### src/rtl/goomba_gravity_mover_pkg.sv
// Shared game definitions: tile codes, screen/tile geometry, map shape,
// the vertical-mover state type and the tile-row helper.
package game_pkg;

    typedef enum byte {
        BDR = 8'sd0,
        SKY = 8'sd1,
        BLK = 8'sd2,
        GND = 8'sd3
    } tile_t;

    localparam int CHARACTER_WIDTH = 42;
    localparam int SCREEN_WIDTH    = 640;
    localparam int SCREEN_HEIGHT   = 480;
    localparam int BLOCK_WIDTH     = 40;
    localparam int MAP_ROWS        = 12;
    localparam int MAP_COLS        = 17;

    // Tile map, indexed [row][col]; each entry holds a tile_t code.
    typedef logic [MAP_ROWS-1:0][MAP_COLS-1:0][7:0] tile_map_t;

    typedef enum logic [1:0] {
        RESET    = 2'd0,
        GROUNDED = 2'd1,
        FALLING  = 2'd2,
        OUT      = 2'd3
    } mover_state_t;

    // Tile row containing the pixel line just below the sprite's feet.
    function automatic int row_at(input int y);
        return (y + CHARACTER_WIDTH) / BLOCK_WIDTH;
    endfunction

endpackage

### src/rtl/goomba_gravity_mover_if.sv
// Signal bundle between the goomba vertical mover and its neighbours.
//   background : tile map [row][col]
//   goomba_x   : goomba left edge (from the left/right mover)
//   freeze     : hold all motion
//   goomba_y   : goomba top edge
//   falling    : goomba is airborne
//   fell_out   : sticky, goomba left through the bottom of the screen
// master drives the map/x/freeze side, slave is the mover itself.
interface goomba_gravity_mover_if;
    import game_pkg::*;

    tile_map_t background;
    int        goomba_x;
    logic      freeze;
    int        goomba_y;
    logic      falling;
    logic      fell_out;

    modport master (
        output background, goomba_x, freeze,
        input  goomba_y, falling, fell_out
    );

    modport slave (
        input  background, goomba_x, freeze,
        output goomba_y, falling, fell_out
    );

endinterface

### src/rtl/goomba_gravity_mover_tile_probe.sv
// Combinational support probe: is there a solid tile directly under a
// sprite whose left edge is x and top edge is y?
//   background : tile map [row][col]
//   x, y       : sprite left/top edge in pixels
//   supported  : a BLK or GND tile lies under the left or right foot column
// Anything outside the map (or a negative x) counts as not solid.
module tile_probe
    import game_pkg::*;
(
    input  tile_map_t background,
    input  int        x,
    input  int        y,
    output logic      supported
);

    int col_l;
    int col_r;
    int row;

    function automatic logic is_solid(input tile_map_t bg, input int r, input int c);
        logic [7:0] t;
        logic [3:0] ri;
        logic [4:0] ci;
        ri = r[3:0];
        ci = c[4:0];
        t  = 8'(SKY);
        if (r >= 0 && r < MAP_ROWS && c >= 0 && c < MAP_COLS) begin
            t = bg[ri][ci];
        end
        return (t == 8'(BLK)) || (t == 8'(GND));
    endfunction

    always_comb begin
        col_l     = x / BLOCK_WIDTH;
        col_r     = (x + CHARACTER_WIDTH - 1) / BLOCK_WIDTH;
        row       = row_at(y);
        supported = (x >= 0) &&
                    (is_solid(background, row, col_l) || is_solid(background, row, col_r));
    end

endmodule

### src/rtl/goomba_gravity_mover.sv
// Vertical-motion stage for one goomba: tile-based gravity with a ramping
// fall speed, snap-to-tile landing, and off-screen retirement.
//   movement_clock : movement tick clock
//   reset          : synchronous active-low reset
//   mv             : slave side of goomba_gravity_mover_if
//                    (background, goomba_x, freeze in; goomba_y, falling,
//                    fell_out out, all registered)
//
// state    | meaning
// ---------+--------------------------------------------------------------
// RESET    | just reset; y = STARTY, goes to GROUNDED on the next tick
// GROUNDED | standing; leaves for FALLING when the feet lose support
// FALLING  | airborne; moves down by vel each tick, speeds up every
//          | GRAVITY_DIVIDER ticks up to MAX_FALL_SPEED
// OUT      | fell past the screen bottom; parked at OFFSCREEN_Y until reset
module goomba_gravity_mover
    import game_pkg::*;
#(
    parameter int STARTY          = 398,
    parameter int GRAVITY_DIVIDER = 4,
    parameter int MAX_FALL_SPEED  = 8,
    parameter int OFFSCREEN_Y     = 1000
) (
    input  logic                    movement_clock,
    input  logic                    reset,
    goomba_gravity_mover_if.slave   mv
);

    mover_state_t state_q, state_d;
    int           y_q, y_d;
    int           vel_q, vel_d;
    int           tick_q, tick_d;
    logic         falling_q, falling_d;
    logic         fell_out_q, fell_out_d;

    int           ny;
    logic         sup_here;
    logic         sup_next;

    assign ny = y_q + vel_q;

    tile_probe u_probe_here (
        .background (mv.background),
        .x          (mv.goomba_x),
        .y          (y_q),
        .supported  (sup_here)
    );

    // Candidate position for this tick; vel < BLOCK_WIDTH means at most one
    // row boundary is crossed, so probing ny alone cannot tunnel a tile.
    tile_probe u_probe_next (
        .background (mv.background),
        .x          (mv.goomba_x),
        .y          (ny),
        .supported  (sup_next)
    );

    always_comb begin
        state_d = state_q;
        y_d     = y_q;
        vel_d   = vel_q;
        tick_d  = tick_q;

        // freeze holds everything except the one-shot exit from RESET
        if (!mv.freeze || state_q == RESET) begin
            case (state_q)
                RESET: begin
                    state_d = GROUNDED;
                end
                GROUNDED: begin
                    if (!sup_here) begin
                        state_d = FALLING;
                        vel_d   = 1;
                        tick_d  = 0;
                    end
                end
                FALLING: begin
                    if (sup_next) begin
                        y_d     = row_at(ny) * BLOCK_WIDTH - CHARACTER_WIDTH;
                        vel_d   = 0;
                        tick_d  = 0;
                        state_d = GROUNDED;
                    end else if (ny >= SCREEN_HEIGHT) begin
                        y_d     = OFFSCREEN_Y;
                        state_d = OUT;
                    end else begin
                        y_d = ny;
                        if (tick_q == GRAVITY_DIVIDER - 1) begin
                            tick_d = 0;
                            vel_d  = (vel_q < MAX_FALL_SPEED) ? vel_q + 1 : MAX_FALL_SPEED;
                        end else begin
                            tick_d = tick_q + 1;
                        end
                    end
                end
                OUT: begin
                    y_d = OFFSCREEN_Y;
                end
                default: begin
                    state_d = RESET;
                end
            endcase
        end

        falling_d  = (state_d == FALLING);
        fell_out_d = (state_d == OUT);
    end

    always_ff @(posedge movement_clock) begin
        if (!reset) begin
            state_q    <= RESET;
            y_q        <= STARTY;
            vel_q      <= 0;
            tick_q     <= 0;
            falling_q  <= 1'b0;
            fell_out_q <= 1'b0;
        end else begin
            state_q    <= state_d;
            y_q        <= y_d;
            vel_q      <= vel_d;
            tick_q     <= tick_d;
            falling_q  <= falling_d;
            fell_out_q <= fell_out_d;
        end
    end

    assign mv.goomba_y = y_q;
    assign mv.falling  = falling_q;
    assign mv.fell_out = fell_out_q;

endmodule
### src/flat_wrapper.sv
// flat-port wrapper written by rule: the top's interface ports become plain ports
module goomba_gravity_mover_flat import game_pkg::*;
#(
    parameter int STARTY          = 398,
    parameter int GRAVITY_DIVIDER = 4,
    parameter int MAX_FALL_SPEED  = 8,
    parameter int OFFSCREEN_Y     = 1000
)
  (movement_clock, reset, mv_background, mv_goomba_x, mv_freeze, mv_goomba_y, mv_falling, mv_fell_out);
  goomba_gravity_mover_if mv_i ();
  input  logic movement_clock;
  input  logic reset;
  input wire logic [$bits(mv_i.background)-1:0] mv_background;
  input wire logic [$bits(mv_i.goomba_x)-1:0] mv_goomba_x;
  input wire logic [$bits(mv_i.freeze)-1:0] mv_freeze;
  output wire logic [$bits(mv_i.goomba_y)-1:0] mv_goomba_y;
  output wire logic [$bits(mv_i.falling)-1:0] mv_falling;
  output wire logic [$bits(mv_i.fell_out)-1:0] mv_fell_out;
  assign mv_i.background = mv_background;
  assign mv_i.goomba_x = mv_goomba_x;
  assign mv_i.freeze = mv_freeze;
  assign mv_goomba_y = mv_i.goomba_y;
  assign mv_falling = mv_i.falling;
  assign mv_fell_out = mv_i.fell_out;
  goomba_gravity_mover #(.STARTY(STARTY), .GRAVITY_DIVIDER(GRAVITY_DIVIDER), .MAX_FALL_SPEED(MAX_FALL_SPEED), .OFFSCREEN_Y(OFFSCREEN_Y)) u_core (.movement_clock(movement_clock), .reset(reset), .mv(mv_i));
endmodule
### config.mk
export PLATFORM = sky130hd
export DESIGN_NAME = goomba_gravity_mover_flat
export DESIGN_NICKNAME = d
export VERILOG_FILES = /design/src/rtl/goomba_gravity_mover_pkg.sv /design/src/rtl/goomba_gravity_mover_if.sv /design/src/rtl/goomba_gravity_mover_tile_probe.sv /design/src/rtl/goomba_gravity_mover.sv /design/src/flat_wrapper.sv
export SDC_FILE = /design/constraint.sdc
export NUM_CORES = 2
export LEC_CHECK = 0
export ABC_AREA = 1
export ABC_CLOCK_PERIOD_IN_PS = 52600
export CAP_MARGIN = 5
export CELL_PAD_IN_SITES_DETAIL_PLACEMENT = 0
export CELL_PAD_IN_SITES_GLOBAL_PLACEMENT = 1
export CORE_AREA = 2 2 663 665
export CTS_CLUSTER_SIZE = 14
export DETAILED_ROUTE_END_ITERATION = 10
export DIE_AREA = 0 0 665 667
export DONT_BUFFER_PORTS = 1
export PLACE_DENSITY = 0.38
export SLEW_MARGIN = 20
export SYNTH_ARGS = -nofsm -noshare
export SYNTH_HDL_FRONTEND = slang
export SYNTH_SLANG_ARGS = --single-unit
export TNS_END_PERCENT = 10
### constraint.sdc
create_clock -name movement_clock -period 52.6 [get_ports movement_clock]
set_input_delay 10.52 -clock movement_clock [delete_from_list [all_inputs] [get_ports movement_clock]]
set_output_delay 10.52 -clock movement_clock [all_outputs]
set_load 0.005 [all_outputs]
* After elaboration in Yosys (flattened, before gate mapping)
Index checks and enable logic that the tools add are counted.
** Word-level totals
- Input port bits :: 1667
- Bits in latches :: 0
- Memory bits (read-only) :: 0
- Memories :: 0
- Register bits after elaboration :: 100
- Word-level logic and storage cells :: 112
- RAM bits :: 0
** Operators by class
- Multiplexer cells :: 35
- $add $sub $neg :: 8
- $lt $le $gt $ge :: 15
- Div/mod/pow operators :: 4
- Bitwise operators :: 0
- Shift operators :: 0
- Equality and inequality tests :: 17
- Reductions and logical operators :: 26
- Multipliers :: 1
** Operators by type and width (count)
- binary-select mux 136 bit (select 4 bit) :: 2
- two-way mux 32 bit :: 11
- two-way mux 136 bit :: 2
- one-hot mux 32 bit (2 select lines) :: 3
- binary-select mux 8 bit (select 5 bit) :: 4
- >= comparator 32 x 1 -> 1 bit (second input constant) :: 5
- divider 32 x 7 -> 32 bit (second input constant) :: 4
- adder 32 x 7 -> 32 bit (second input constant) :: 3
- less-than comparator 32 x 5 -> 1 bit (second input constant) :: 3
- adder 32 x 2 -> 32 bit (second input constant) :: 2
- equality test 8 x 2 -> 1 bit (second input constant) :: 8
- less-than comparator 32 x 6 -> 1 bit (second input constant) :: 2
- two-way mux 8 bit :: 8
- adder 32 bit :: 1
- equality test 32 x 3 -> 1 bit (second input constant) :: 1
- >= comparator 32 x 10 -> 1 bit (second input constant) :: 1
- multiplier 32 x 4 -> 29 bit (second input constant) :: 1
- subtractor 32 x 2 -> 32 bit (second input constant) :: 1
- subtractor 32 x 7 -> 32 bit (second input constant) :: 1
- logical AND 1 bit :: 12
- less-than comparator 5 x 6 -> 1 bit (second input constant) :: 2
- less-than comparator 4 x 5 -> 1 bit (second input constant) :: 2
- equality test 2 bit (second input constant) :: 4
- two-way mux 2 bit :: 4
- other kinds (12) :: 19

* Depth between registers and ports, before layout
- Depth in word-level cells :: 16
- Depth in mapped cells :: 193

* Cells and area by module
A second synthesis with hierarchy kept.
** Second synthesis, totals
- Cells, all modules :: 15568
- Area total of the unflattened synthesis :: 78460.2 sq um
** Modules (own cells, without submodules)
- tile_probe :: cells each 6446, area an instance 31378.8 sq um, times used 2, sequential area each 0.0 sq um
- goomba_gravity_mover :: cells each 2676, area an instance 15702.6 sq um, times used 1, sequential area each 2001.9 sq um

* Worst setup path after synthesis
No wires, ideal clock.
- Path type :: input port to flip-flop
- Start :: input port mv_goomba_x[0]
- End :: register u_core.vel_q[0] in the netlist's numbering
- Stages :: 152
- Library setup time :: 113 ps
- Data arrival time :: 24953 ps
- Setup slack :: 27534 ps
- Buffers on the path :: 3
- Required time :: 52487 ps
- Path through :: inv_1 > ha_1 > nand4_1 > nor2_1 > nand3_1 > nor2_2 > nand3_1 > nor2_1 > nand2_1 > nand2_1 > o21ai_1 > xor2_1 > inv_1 > nor2_1 > o21ai_1 > o21ai_1 > nand2_1 > a21oi_1 > (+116 left out) > clkinv_1 > nand3_1 > nor2_1 > nand3_1 > nand2_1 > nand2_1 > nand2_1 > nand2_1 > nand2_1 > nand2_1 > nand2_1 > nand3_2 > nand2_4 > a21oi_4 > nand2_4 > buf_4 > nand3_2 > nand2_1
** On the way
- Cells in the longest elaborated chain, start to end :: 13
- Elaborated cells between the ends (all ways) :: 51
- Classes of those cells :: add/sub: 2; div: 2; order compare: 5; eq/ne: 11; mux: 14; reduce/logical: 17
** RTL lines
- from (decl) :: RTL line flat_wrapper.sv:14 : input wire logic [$bits(mv_i.goomba_x)-1:0] mv_goomba_x;
- adder 32 x 7 -> 32 bit :: RTL line goomba_gravity_mover_tile_probe.sv:35 : col_r = (x + CHARACTER_WIDTH - 1) / BLOCK_WIDTH;
- subtractor 32 x 2 -> 32 bit :: RTL line goomba_gravity_mover_tile_probe.sv:35
- divider 32 x 7 -> 32 bit :: RTL line goomba_gravity_mover_tile_probe.sv:35
- >= comparator 32 x 1 -> 1 bit :: RTL line goomba_gravity_mover_tile_probe.sv:27 : if (r >= 0 && r < MAP_ROWS && c >= 0 && c < MAP_COLS) begin
- logical AND 1 bit (2 in series) :: RTL line goomba_gravity_mover_tile_probe.sv:27
- two-way mux 8 bit :: RTL line goomba_gravity_mover_tile_probe.sv:27
- equality test 8 x 2 -> 1 bit :: RTL line goomba_gravity_mover_tile_probe.sv:30 : return (t == 8'(BLK)) || (t == 8'(GND));
- logical OR 1 bit :: RTL line goomba_gravity_mover_tile_probe.sv:30
- logical OR 1 bit :: RTL line goomba_gravity_mover_tile_probe.sv:38 : (is_solid(background, row, col_l) || is_solid(background, row, col_r));
- logical AND 1 bit :: RTL line goomba_gravity_mover_tile_probe.sv:37 : supported = (x >= 0) &&
- != test 3 x 1 -> 1 bit (no source line), or another cell as far along
- AND reduction 5 bit (no source line) or one-hot mux 32 bit (2 select lines) (tied branches)
- to (signal assigned) :: RTL line goomba_gravity_mover.sv:120 : vel_q <= vel_d;
- to (decl) :: RTL line goomba_gravity_mover.sv:31 : int vel_q, vel_d;
Several ways; a longest one is shown, not always the timed one. The select of a mux whose other input is x is not followed.
A chain may end at the register's enable or synchronous reset.

* Worst setup path after layout
- Start :: input port mv_goomba_x[2]
- End :: register u_core.vel_q[18] in the netlist's numbering
The elaborated chain is that of the path after synthesis.

==> impl_results.md <==
* Number of flops mapped to enable cells by yosys at 0
* Port Buffers at 0
* CP Data Required Time at 52.87 ns
* Synth Register Bits at 100
* Initial antenna violation count at 140
* Final Util at 0.1493
* Final Hold Viols at 0
* Clk Latency, worst-skew pair at 0.39 ns
* Routability cong. at 0.9798
* Starting density of the core at 0.1375
* Core Region at 436600 um2
* DR vias/cell at 4.736
* Chip height at 667 um
* Met3 Use GR at 0.04482
* Fill cell count at around 53000
* FMAX at 32.02 MHz
* Syn avg cell area at between 4 and 5 um2
* Distinct cells, synth at 86
* Final setup fails at 0
* Largest net degree at the start of global routing at between 100 and 150
* Drt pass-1 iters at 6
* Clk_skew at 0.02293 ns
* Final nets at 13260
* GRT Util Overall at 0.2285
* Share of post-route cells with drive strength above 1 at 0.06885
* Worst-path clk slew at 0.09 ns
* Multi-input gate area at between 50000 and 60000 um2
* Io pins at around 1700
* TritonCTS Buffers at 9
* Max-slew headroom at the worst pin at 0.2832
* Routed Antenna Nets at 0
* Post-CTS sizing at 0
* Die X at about 670 um
* # rows at 243
* Most used routing layer: met2
* Largest area contributor in the synthesized netlist: nand3_1
* Worst EP arrival at 31.50 ns
* Register area share after synthesis at 0.03335
* CP max stage delay at 0.62 ns
* Setup CP Type: in -> reg
* Mapped cell area at 60030 um2
* Fin crit period at ~31 ns
* Synth top area share at 0.3445
* Synth area leaders: nand3_1 (34%), nand2_1 (24%), inv_1 (5.0%)
* Slowest cell on crit path: buf_4
* Post-Syn Nets at 13890
* Setup crit end kind: register
* Final worst path period share at 0.5938
* Placed Cells at 17230
* Wire per inst at 30.75 um
* Area Growth Syn to Fin at 8.579%
* Total Die Area at roughly 440000 um2
* Setup TNS Final at 0 ns
* Number of global-route vias before repair at 77310
* Worst path most repeated cell: nand2_1
* Grt met1 use at 0.2622
* Slew Limit Fails at 0
* Met2 usage at 0.3953
* CTS Hold Buffers Added at 0
* Sink Count at 100
* RSZ-0062 raised after global routing: no
* Global-route wire length before repair at 707.1 mm
* Buffer depth of the longest clock path at 2
* Register area at 2002 um2
* Outcome: finished, final reports clean
* Vias post-DR at 82560
* Non-Filler Instances at 17430
* Setup Fix Bufs, Post-CTS at 0
* 1st-iter DRT viols at between 8000 and 9000
* Cells after synthesis at roughly 12000
* Async S/R FF share, synth at 0
* Hold Path Class: reg -> reg
* Max-Cap Viols at 0
* Critical-path maximum fanout at 73
* Hold_ws at around 0.48 ns
* Drc violations at 0
* Post-synth top flop: dfxtp_1
* Worst slew pin tran at ~1.1 ns
* Grt ovf at 0
* Crit start category: input pin
* H-tree levels at 3
* Worst reg-to-reg path cell count at 159
* Root Buffer: clkbuf_16
* WL final at roughly 540 mm
* Hold Path Stages at 2
* Synth Warn # at 0
* CTS tree: yes
* Placed wire-length estimate at around 440 mm
-- placed cells by master (no fill, tap or decap), types with 15 or more instances in the layout --
cell / Yosys / final
buf_4: 61 / 155
diode_2: 0 / 186
nor3_1: 97 / 97
o211ai_1: 30 / 30
xnor2_1: 51 / 47
clkinv_1: 26 / 24
nand2_1: 3846 / 3845
inv_2: 130 / 124
nand2_2: 226 / 222
ha_1: 102 / 102
o21ai_0: 144 / 144
a21oi_1: 254 / 252
dfxtp_1: 100 / 100
nand4_1: 136 / 136
nor2_4: 15 / 15
or2_2: 16 / 16
nand3_1: 4132 / 4132
nor2_1: 429 / 428
o21ai_1: 118 / 116
nor4_1: 59 / 59
nand3b_1: 28 / 28
nand2_4: 30 / 28
inv_1: 792 / 790
a21oi_2: 29 / 30
nand3_2: 81 / 81
xor2_1: 264 / 264
nor2_2: 28 / 29
-- routing by layer --
layer	part of all wire	vias to the layer above
li1	-	39360
met1	0.39	39460
met4	0.062	26
met3	0.067	585
met2	0.49	3127
met5	0.00036	-
-- kinds of logic (layout without fill, tap and decap cells) --
group / count (synthesis) / after routing / share of synthesized area
AOI/OAI and AO/OA: 672 / 672 / 0.06413
xor gates and xnor gates: 319 / 319 / 0.04727
adders and majority gates: 104 / 104 / 0.02193
buffers and inverters: 1761 / 1135 / 0.1337
DFF: 100 / 100 / 0.03335
muxes: 2 / 2 / 0.0004168
other: 0 / 186 / 0
and+or+nand+nor: 9157 / 9157 / 0.6992
-- registers in the layout (all words and copies together), names as in the netlist --
name,cells
u_core.mv.falling,1
u_core.vel_q,32
u_core.tick_q,32
u_core.state_q,2
u_core.mv.fell_out,1
u_core.mv.goomba_y,32
-- synthesized netlist by cell type, drive strengths merged, types with 3 or more instances --
cell type,instances
inv,925
dfxtp,100
o2111ai,10
nor3,101
clkbuf,262
xor2,266
buf,539
a21o,7
and2,9
o21ai,271
ha,102
or2,20
a211oi,3
nand3,4215
xnor2,51
or4,3
clkinv,32
a2111oi,5
nand2,4103
nor4,60
nand4,138
o211ai,30
a21boi,8
o41ai,6
o21bai,11
o31ai,7
a31oi,14
o22ai,3
nor2,472
a21oi,284
nand3b,29
dlygate4sd3,3
-- through the flow --
stage	setup WS (ns)	cell area, um2
floorplan	27.53	60030
global placement	20.19	64380
detailed placement	20.38	64380
CTS	20.73	64720
global route	18.55	65140
finish	21.37	65180
-- final timing paths --
check                                  end  slack (ns)                               start
min reg2reg  u_core.tick_q[7]$_SDFFE_PN0P_        0.48       u_core.tick_q[7]$_SDFFE_PN0P_
max          u_core.vel_q[18]$_SDFFE_PN0P_       21.37                      mv_goomba_x[2]
min          u_core.tick_q[7]$_SDFFE_PN0P_        0.48       u_core.tick_q[7]$_SDFFE_PN0P_
max reg2reg  u_core.vel_q[18]$_SDFFE_PN0P_       27.91  u_core.mv.goomba_y[0]$_SDFFE_PN0P_
-- worst max-delay path, delay by kind of cell --
kind            cells  cell delay (ns)
fa+ha+maj           1             0.33
buf+inv            15             3.48
compound gates      8             2.14
xor+xnor            2             0.64
simple gates      114            14.08
-- area by class of cell --
| type | instances | area share |
|---|---|---|
| clock inverter | 7 | 0.001670 |
| clock buffer | 9 | 0.003455 |
| tap | 5757 | 0.1105 |
| sequential | 100 | 0.03071 |
| timing repair buffer | 162 | 0.02000 |
| inverter | 957 | 0.05643 |
| antenna | 186 | 0.007141 |
| multi-input combinational | 10250 | 0.7701 |
Power is left out: the tool's default activity adds up to more than one toggle a clock period on the data nets, which glitch-free logic cannot reach.
